<file path="config.mk">
export PLATFORM = sky130hd
export DESIGN_NAME = approx_result_denormalizer
export DESIGN_NICKNAME = d
export VERILOG_FILES = /design/src/rtl/approx_result_denormalizer_pkg.sv /design/src/rtl/approx_result_denormalizer_shift_reg.sv /design/src/rtl/approx_result_denormalizer.sv
export SDC_FILE = /design/constraint.sdc
export NUM_CORES = 1
export LEC_CHECK = 0
export ABC_AREA = 0
export BUFFER_PORTS_ARGS = -buffer_cell sky130_fd_sc_hd__buf_2
export CAP_MARGIN = 20
export CORE_AREA = 2 2 67 82
export DETAILED_ROUTE_END_ITERATION = 8
export DIE_AREA = 0 0 69 84
export PLACE_DENSITY = 0.68
export SLEW_MARGIN = 10
export SYNTH_ARGS = -nofsm -noshare
export SYNTH_HDL_FRONTEND = slang
export SYNTH_SLANG_ARGS = --single-unit
export TNS_END_PERCENT = 30
</file>
<file path="constraint.sdc">
create_clock -name clk -period 1.65 [get_ports clk]
set_clock_uncertainty 0.2 [all_clocks]
set_input_delay 0.33 -clock clk [delete_from_list [all_inputs] [get_ports clk]]
set_output_delay 0.33 -clock clk [all_outputs]
set_load 0.005 [all_outputs]
</file>
<file path="src/rtl/approx_result_denormalizer_pkg.sv">
// Shared constants, state encoding and helpers for the result denormalizer.
package approx_result_denormalizer_pkg;

  localparam int PROD_W = 16;          // truncated product width
  localparam int OUT_W  = 2 * PROD_W;  // reconstructed result width
  localparam int SH_W   = 4;           // per-operand shift count width
  localparam int CNT_W  = SH_W + 1;    // holds 2*(2^SH_W-1) without overflow

  localparam logic [1:0] S_IDLE  = 2'd0;
  localparam logic [1:0] S_SHIFT = 2'd1;
  localparam logic [1:0] S_DONE  = 2'd2;

  typedef enum logic [1:0] {
    IDLE  = S_IDLE,
    SHIFT = S_SHIFT,
    DONE  = S_DONE
  } state_t;

  // Total right shifts needed: both counts zero-extended so the sum never wraps.
  function automatic logic [CNT_W-1:0] shift_sum(input logic [SH_W-1:0] a,
                                                 input logic [SH_W-1:0] b);
    return {1'b0, a} + {1'b0, b};
  endfunction

endpackage

</file>
<file path="src/rtl/approx_result_denormalizer_shift_reg.sv">
// Result shift register: loads the product into the upper half, shifts right
// one bit per enabled cycle. Priority is clear > load > shift.
module denorm_shift_reg
  import approx_result_denormalizer_pkg::*;
(
  input  logic              clk,
  input  logic              rst,
  input  logic              clear,
  input  logic              load_hi,
  input  logic              shift_en,
  input  logic [PROD_W-1:0] din,
  output logic [OUT_W-1:0]  q
);

  logic [OUT_W-1:0] data_reg;

  // Register update; bits shifted out of the bottom are simply dropped.
  always_ff @(posedge clk or negedge rst) begin
    if (!rst) begin
      data_reg <= '0;
    end else if (clear) begin
      data_reg <= '0;
    end else if (load_hi) begin
      data_reg <= {din, {PROD_W{1'b0}}};
    end else if (shift_en) begin
      data_reg <= {1'b0, data_reg[OUT_W-1:1]};
    end
  end

  assign q = data_reg;

endmodule

</file>
<file path="src/rtl/approx_result_denormalizer.sv">
// Rebuilds the full-scale product from the truncated normalized product by
// shifting it right once per cycle, shift_a+shift_b times.
module approx_result_denormalizer
  import approx_result_denormalizer_pkg::*;
(
  input  logic              clk,
  input  logic              rst,
  input  logic              in_valid,
  output logic              in_ready,
  input  logic [PROD_W-1:0] product,
  input  logic [SH_W-1:0]   shift_a,
  input  logic [SH_W-1:0]   shift_b,
  input  logic              zero_op,
  output logic              out_valid,
  input  logic              out_ready,
  output logic [OUT_W-1:0]  result,
  output logic              busy
);

  state_t           state_reg, state_next;
  logic [CNT_W-1:0] cnt_reg, cnt_next;
  logic [CNT_W-1:0] load_cnt;
  logic             sr_clear, sr_load, sr_shift;

  assign load_cnt = shift_sum(shift_a, shift_b);

  // State and shift-counter registers.
  always_ff @(posedge clk or negedge rst) begin
    if (!rst) begin
      state_reg <= IDLE;
      cnt_reg   <= '0;
    end else begin
      state_reg <= state_next;
      cnt_reg   <= cnt_next;
    end
  end

  // Next-state, counter and shift-register control.
  always_comb begin
    state_next = state_reg;
    cnt_next   = cnt_reg;
    sr_clear   = 1'b0;
    sr_load    = 1'b0;
    sr_shift   = 1'b0;
    case (state_reg)
      IDLE: begin
        if (in_valid) begin
          if (zero_op) begin
            // A zero operand means a zero product: skip straight to DONE.
            sr_clear   = 1'b1;
            cnt_next   = '0;
            state_next = DONE;
          end else begin
            sr_load    = 1'b1;
            cnt_next   = load_cnt;
            state_next = (load_cnt != '0) ? SHIFT : DONE;
          end
        end
      end
      SHIFT: begin
        sr_shift = 1'b1;
        cnt_next = cnt_reg - CNT_W'(1);
        // cnt==1 is the last shift; <=1 also guards against a stuck zero count.
        if (cnt_reg <= CNT_W'(1)) begin
          state_next = DONE;
        end
      end
      DONE: begin
        if (out_ready) begin
          state_next = IDLE;
        end
      end
      default: begin
        state_next = IDLE;
      end
    endcase
  end

  denorm_shift_reg u_shift_reg (
    .clk      (clk),
    .rst      (rst),
    .clear    (sr_clear),
    .load_hi  (sr_load),
    .shift_en (sr_shift),
    .din      (product),
    .q        (result)
  );

  assign in_ready  = (state_reg == IDLE);
  assign out_valid = (state_reg == DONE);
  assign busy      = (state_reg != IDLE);

endmodule

</file>
==> summary.txt, run 1 <==
Cells and area
  – Final Cell Area: 2750 µm²
  – Final core occ: a little over half
  – Max reg flops: 32
  – Most common cell after layout, fill and taps aside: buf_2
  – N_diodes: 0
  – Share of cells above drive strength 1: between 30% and 40%
  – Most frequent cells in the layout: buf_2 (62), nand2_1 (53), dfrtp_1 (38)
  – Final #Nets: 332
  – Non-Filler Instances: roughly 360
  – Layout area overhead: 35.2%
  – Fillers: 469

Worst setup path
  – Bufs and invs on worst path: 2
  – Cell family with most CP delay: adder cells
  – Critical path type: input pin to flip-flop
  – Reg2Reg Depth: 5
  – Flop2flop setup slack: -0.06 ns
  – Slowest stage delay, CP: 0.51 ns
  – CP startpoint kind: input pin
  – Critical path, cell by cell: buf_6 -> ha_4 -> inv_2 -> fa_2 -> nor3b_2 -> or4b_1 -> o21ai_1
  – Critical Path RT: about 1.7 ns
  – Arr. time, crit path: 1.80 ns
  – Setup crit end kind: flip-flop
  – CP max-delay cell: fa_2
  – Number of cells on the critical path: 7
  – Crit-path max FO: 2

Power and ir drop
  – Worst vdd ir: 747 µV
  – Lkg Pwr: 1.50 nW
  – PwrDens: about 1500 nW/µm²
  – Design Power: 4.05 mW

Detailed routing
  – Avg WL per Cell: about 13 µm
  – Vias per cell: 4.99
  – Initial DRC count: 85
  – Antenna viol nets, final: 0
  – Vias: 1793
  – Final wirelength: 4750 µm
  – Detailed-route DRC error count: 0
  – Number of iterations in the first detailed-routing pass: 4

Global routing
  – Total global routing overflow: 0
  – GRT Total Usage: 16.3%
  – First-pass GRT wire length: 7710 µm
  – Vias in the first global route: 1686
  – Initial antenna violation count: 0
  – Largest net degree at the start of global routing: 24

Timing
  – Slew @ Worst Pin: between 0.4 and 0.5 ns
  – Setup-failing EPs final: 19
  – RSZ-0062 raised after global routing: true
  – Post-route minimum period: roughly 1.8 ns
  – Final Hold Vio Count: 0
  – Max Fclk: roughly 560 MHz
  – Final slew viol count: 0
  – Setup_tns: -0.715 ns
  – Max_slew headroom: about three quarters
  – Worst Setup Slack, final: -0.134 ns
  – Final Cycle Share: 108%

Clocking
  – CTS clk-pin slew, worst paths: 0.07 ns
  – Skew-Pair Late Insertion Delay: 0.29 ns
  – CTS Buf Count: 5
  – H-tree levels: 2
  – CTS tree: built
  – Clk root buf: clkbuf_8
  – Clock Sinks: 39
  – Bufs on Longest Clock Path: 2

Die
  – Row Count: 29
  – CORE AREA: slightly above 5000 µm²
  – Vert. Die Dim: 84 µm
  – Initial core utilization: 40.0%
  – # IOs: 64
  – Die width: 69 µm
  – Die ar.: 5800 µm²

Placed design
  – Dpl cell area: about 2500 µm²
  – Count of port buffers added during placement: 63
  – Routability cong.: 0.804
  – Inst Count DP: 339
  – Estimated wirelength of the detail-placed design: 3350 µm

Logic synthesis
  – Mapped Cells: 209
  – Post-Syn Area: 2030 µm²
  – Post-synth EDFFs: 0
  – Seq/Total Area, Yosys: 48.1%
  – FFs w/ async S/R, synth: between 90% and 100%
  – Post-Syn Nets: 245
  – Netlist cell types: 43
  – Synth Register Bits: 39
  – Yosys warning total: 0
  – Syn avg cell area: 9.72 µm²
  – Most used DFF post-synth: dfrtp_1

Min path
  – HP Class: input pin to flip-flop
  – Worst hold stages: 3

Status
  – Outcome: finished with violations
  – Failing checks: negative setup slack

Job
  – Max Cap Violations: 0
## metal layers
metal / part of all wire, % / vias up / global-route usage (%)
li1: - / 893 / -
met1: 42 / 848 / 20.1
met2: 53 / 48 / 27.4
met3: 4.2 / 4 / 4.11
met4: 0.84 / 0 / 5.88
met5: 0 / - / 0
## where the power goes
part           internal, mW  switching, mW  total [mW]
registers              1.23          0.263        1.50
clock network         0.297          0.320       0.616
logic                 0.988          0.951        1.94
total                  2.52           1.53        4.05
## worst reg2reg max path, delay by kind of cell, from the launching register on
family	cells	cell delay (ns)
compound gates	2	0.26
buf+inv	2	0.29
flops	1	0.43
simple gates	1	0.42
## cell type report
class / count / area (µm²) / share of cell area, %
timing repair buffer: 93 / 613 / 22.3
sequential: 39 / 977 / 35.6
clock inverter: 1 / 5.00 / 0.182
tap: 62 / 77.6 / 2.82
inverter: 6 / 22.5 / 0.820
multi-input combinational: 151 / 975 / 35.5
clock buffer: 7 / 76.3 / 2.78
## Yosys cell counts, types with 2 or more instances
master     n  area share (%)
a21oi_1    3            0.74
a22oi_1   10             3.7
buf_2      2            0.49
buf_6      6             3.3
clkbuf_1   5            0.92
dfrtp_1   39              48
ha_1       6             3.7
inv_1      6             1.1
mux2i_1    6             3.0
nand2_1   53             9.8
nand2b_1   2            0.62
nand3_1   17             4.2
nand3b_1   7             2.6
nor2_1     5            0.92
nor2b_1    2            0.62
o21ai_0   11             2.7
xnor2_1    3             1.3
## cells by family (layout without fill, tap and decap cells)
logic type / after synthesis / count (layout) / synth area share, %
xor+xnor: 4 / 4 / 1.73
buf+inv: 20 / 107 / 6.22
flops: 39 / 39 / 48.1
fa+ha+maj: 7 / 7 / 4.68
mux: 6 / 6 / 2.96
compound gates: 35 / 35 / 11.3
simple gates: 98 / 99 / 25.0
## final timing paths
check | start | to
setup / recovery | shift_b[0] | state_reg[1]
hold / removal | product[0] | u_shift_reg.q[16]
setup reg to reg | state_reg[0] | cnt_reg[2]
hold reg to reg | u_shift_reg.q[1] | u_shift_reg.q[0]
max in group asynchronous | rst | state_reg[0]
min in group asynchronous | rst | u_shift_reg.q[28]
## per-stage QoR
step	setup slack, ns	hold WS [ns]
after floorplan	-0.309	-0.166
after global placement	-0.460	0.0799
after detailed placement	-0.500	0.0838
after CTS	-0.186	0.0558
after global routing	-0.212	0.0563
final	-0.134	0.0603
## what timing repair did
action,4_1_cts,5_1_grt
hold endpoints to repair,16,0
hold buffers,1,0
gates resized for setup,14,5
gates cloned,1,2
pin swaps,14,7
setup endpoints to repair,19,42
buffers inserted,5,3
Power figures use the tool's default switching activity.
==> run 2: changes to the inputs <==
--- a/config.mk
+++ b/config.mk
@@ -10,9 +10,9 @@
 export CAP_MARGIN = 20
-export CORE_AREA = 2 2 67 82
+export CORE_AREA = 2 2 70 85
 export DETAILED_ROUTE_END_ITERATION = 8
-export DIE_AREA = 0 0 69 84
-export PLACE_DENSITY = 0.68
-export SLEW_MARGIN = 10
+export DIE_AREA = 0 0 72 87
+export PLACE_DENSITY = 0.67
 export SYNTH_ARGS = -nofsm -noshare
 export SYNTH_HDL_FRONTEND = slang
+export SYNTH_HIERARCHICAL = 1
 export SYNTH_SLANG_ARGS = --single-unit
--- a/constraint.sdc
+++ b/constraint.sdc
@@ -4,2 +4,2 @@
 set_output_delay 0.33 -clock clk [all_outputs]
-set_load 0.005 [all_outputs]
+set_load 0.02 [all_outputs]
==> run 2 against run 1 <==
Maximum frequency grew 2.7%. The flow still finishes with violations (negative setup slack). Synthesized cell count is the same. Hold slack gained 0.030 ns. Total power grew 30%. Sequential power is essentially flat. Core utilization grew 5.0 points. Worst setup slack gained 0.048 ns. Clock power grew 50%. First-iteration DRC count is the same. Largest cell class is now multi-input combinational cells. Design area grew 19%. Wire length grew 9.4%.
==> summary.txt, run 2 <==
Placed design
  – Inst Count DP: 350
  – Count of port buffers added during placement: 63
  – Routability cong.: 0.775
  – Dpl ws: -0.390 ns
  – Estimated wirelength of the detail-placed design: 3630 µm
  – Dpl cell area: 2760 µm²

Timing
  – Final Hold Vio Count: 0
  – RSZ-0062 raised after global routing: true
  – Max_slew headroom: 82.1%
  – Setup-failing EPs final: 29
  – Worst hold margin: 0.0903 ns
  – Final Cycle Share: 105%
  – Max Fclk: 576 MHz
  – Slew @ Worst Pin: 0.269 ns
  – Post-route minimum period: ~1.7 ns
  – Final slew viol count: 0
  – Worst Setup Slack, final: -0.0869 ns
  – Setup_tns: -1.38 ns

Worst setup path
  – Crit-path max FO: 2
  – CP startpoint kind: flip-flop
  – CP max-delay cell: dfrtp_1
  – Arr. time, crit path: 1.21 ns
  – Slowest stage delay, CP: about 0.39 ns
  – Critical path type: flip-flop to output pin
  – Critical path, cell by cell: or2_4 -> clkinv_4 -> buf_6 -> buf_6
  – Cell family with most CP delay: flip-flops
  – Reg-to-Reg End: u_shift_reg/q[14]
  – Bufs and invs on worst path: 3
  – Reg2Reg Depth: 8
  – Crit-path most repeated cell: buf_6
  – Number of cells on the critical path: 4
  – Flop2flop setup slack: -0.07 ns
  – R2R Path Start: state_reg[1]
  – Setup crit end kind: output pin
  – Critical Path RT: 1.12 ns

Detailed routing
  – Initial DRC count: 85
  – Vias per cell: approximately 5.1
  – Number of iterations in the first detailed-routing pass: 4
  – Final wirelength: slightly above 5000 µm
  – Antenna viol nets, final: 0
  – Vias: 1866
  – Avg WL per Cell: 14.2 µm
  – Detailed-route DRC error count: 0

Cells and area
  – Most frequent cells in the layout: buf_2 (58), dfrtp_1 (39), mux2i_1 (32)
  – Layout area overhead: 48.3%
  – Final #Nets: 337
  – Non-Filler Instances: 366
  – Final core occ: between 50% and 60%
  – Final Cell Area: 3260 µm²
  – Share of cells above drive strength 1: 52.0%
  – N_diodes: 0
  – Most common cell after layout, fill and taps aside: buf_2
  – Max reg flops: 32

Logic synthesis
  – Synth Register Bits: 39
  – Yosys warning total: 6
  – Post-Syn Nets: 245
  – Post-Syn Area: 2200 µm²
  – FFs w/ async S/R, synth: 100%
  – Netlist cell types: 39
  – Mapped Cells: 209
  – Count leader, synth: dfrtp_1
  – Post-synth top area share: 44.4%
  – Synth cell count leaders: dfrtp_1 (39), mux2i_1 (34), nor2_1 (27)
  – Area contributors post-synth: dfrtp_1 (44%), mux2i_1 (15%), a211oi_1 (5.1%)
  – Syn avg cell area: 10.5 µm²
  – Post-synth top area cell: dfrtp_1
  – Post-synth EDFFs: 0
  – Seq/Total Area, Yosys: approximately 44%
  – Most used DFF post-synth: dfrtp_1

Die
  – CORE AREA: 5520 µm²
  – # IOs: between 60 and 70
  – Die width: 72 µm
  – Vert. Die Dim: 87 µm
  – Row Count: 30
  – Die ar.: roughly 6300 µm²
  – Initial core utilization: 39.8%

Global routing
  – GRT Total Usage: between 10% and 20%
  – Vias in the first global route: 1854
  – Initial antenna violation count: 0
  – Largest net degree at the start of global routing: 40
  – Total global routing overflow: 0
  – First-pass GRT wire length: 8390 µm

Clocking
  – Clock Sinks: 39
  – CTS tree: built
  – Skew-Pair Late Insertion Delay: 0.28 ns
  – CTS Buf Count: 5
  – Bufs on Longest Clock Path: 2
  – Clk root buf: clkbuf_8
  – H-tree levels: 2
  – CTS clk-pin slew, worst paths: 0.08 ns

Power and ir drop
  – PwrDens: 1610 nW/µm²
  – Worst vdd ir: 726 µV
  – Design Power: roughly 5.3 mW
  – Lkg Pwr: 1.54 nW

Status
  – Failing checks: negative setup slack
  – Outcome: finished with violations

Min path
  – Hold path start: product[15]
  – Worst hold stages: 3
  – HP Class: input pin to flip-flop
  – Hold EP: u_shift_reg/q[31]

Job
  – Max Cap Violations: 0
-- run 2: worst reg2reg max path: cells and delay by family (launching register included) --
| kind | cells | cell delay [ns] |
|---|---|---|
| flip-flops | 1 | 0.39 |
| AND/OR/NAND/NOR | 5 | 0.68 |
| buffers and inverters | 3 | 0.34 |
-- run 2: layer usage --
metal / wire [µm] / vias up / GRT usage [%]
met4: 55 / 0 / 5.66
met5: 0 / - / 0
met3: 215 / 4 / 3.47
li1: - / 918 / -
met1: 2150 / 888 / 20.2
met2: 2770 / 56 / 30.5
-- run 2: area by class of cell --
class	instances	area, µm²
clock buffer	6	72.6
clock inverter	2	60.1
fill	467	2260
inverter	10	47.5
multi-input combinational	148	1330
sequential	39	976
tap	64	80.1
timing repair buffer	97	696
-- run 2: logic make-up (layout without fill, tap and decap cells) --
logic type	after synthesis	after routing	synth area share [%]
AND/OR/NAND/NOR	66	66	15.4
multiplexers	35	35	16.2
AO/OA/AOI/OAI	38	38	12.7
buffers and inverters	22	115	6.26
flip-flops	39	39	44.4
XOR/XNOR	2	2	0.797
adder cells (fa/ha/maj)	7	7	4.33
-- run 2: power by group --
| part | switching, mW | internal (mW) | leakage (nW) |
|---|---|---|---|
| Sequential | 0.252 | 1.24 | 0.509 |
| Combinational | 1.39 | 1.45 | 0.968 |
| Clock | 0.322 | 0.604 | 0.0654 |
-- run 2: worst max-delay path by stage --
stage	endpoint	startpoint	slack, ns
global placement	state_reg[0]	shift_a[0]	-0.36
CTS	in_ready	state_reg[0]	-0.12
global route	u_shift_reg/q[14]	state_reg[1]	-0.15
detailed placement	cnt_reg[4]	shift_a[0]	-0.39
finish	in_ready	state_reg[1]	-0.09
floorplan	u_shift_reg/q[10]	state_reg[1]	-0.19
-- run 2: repair_timing --
action / CTS / global route
setup buffers: 2 / 5
cloned: 0 / 1
gates resized for setup: 37 / 39
endpoints found under the hold margin: 39 / 0
setup endpoints to repair: 36 / 41
hold buffers: 1 / 0
pin swaps: 7 / 15
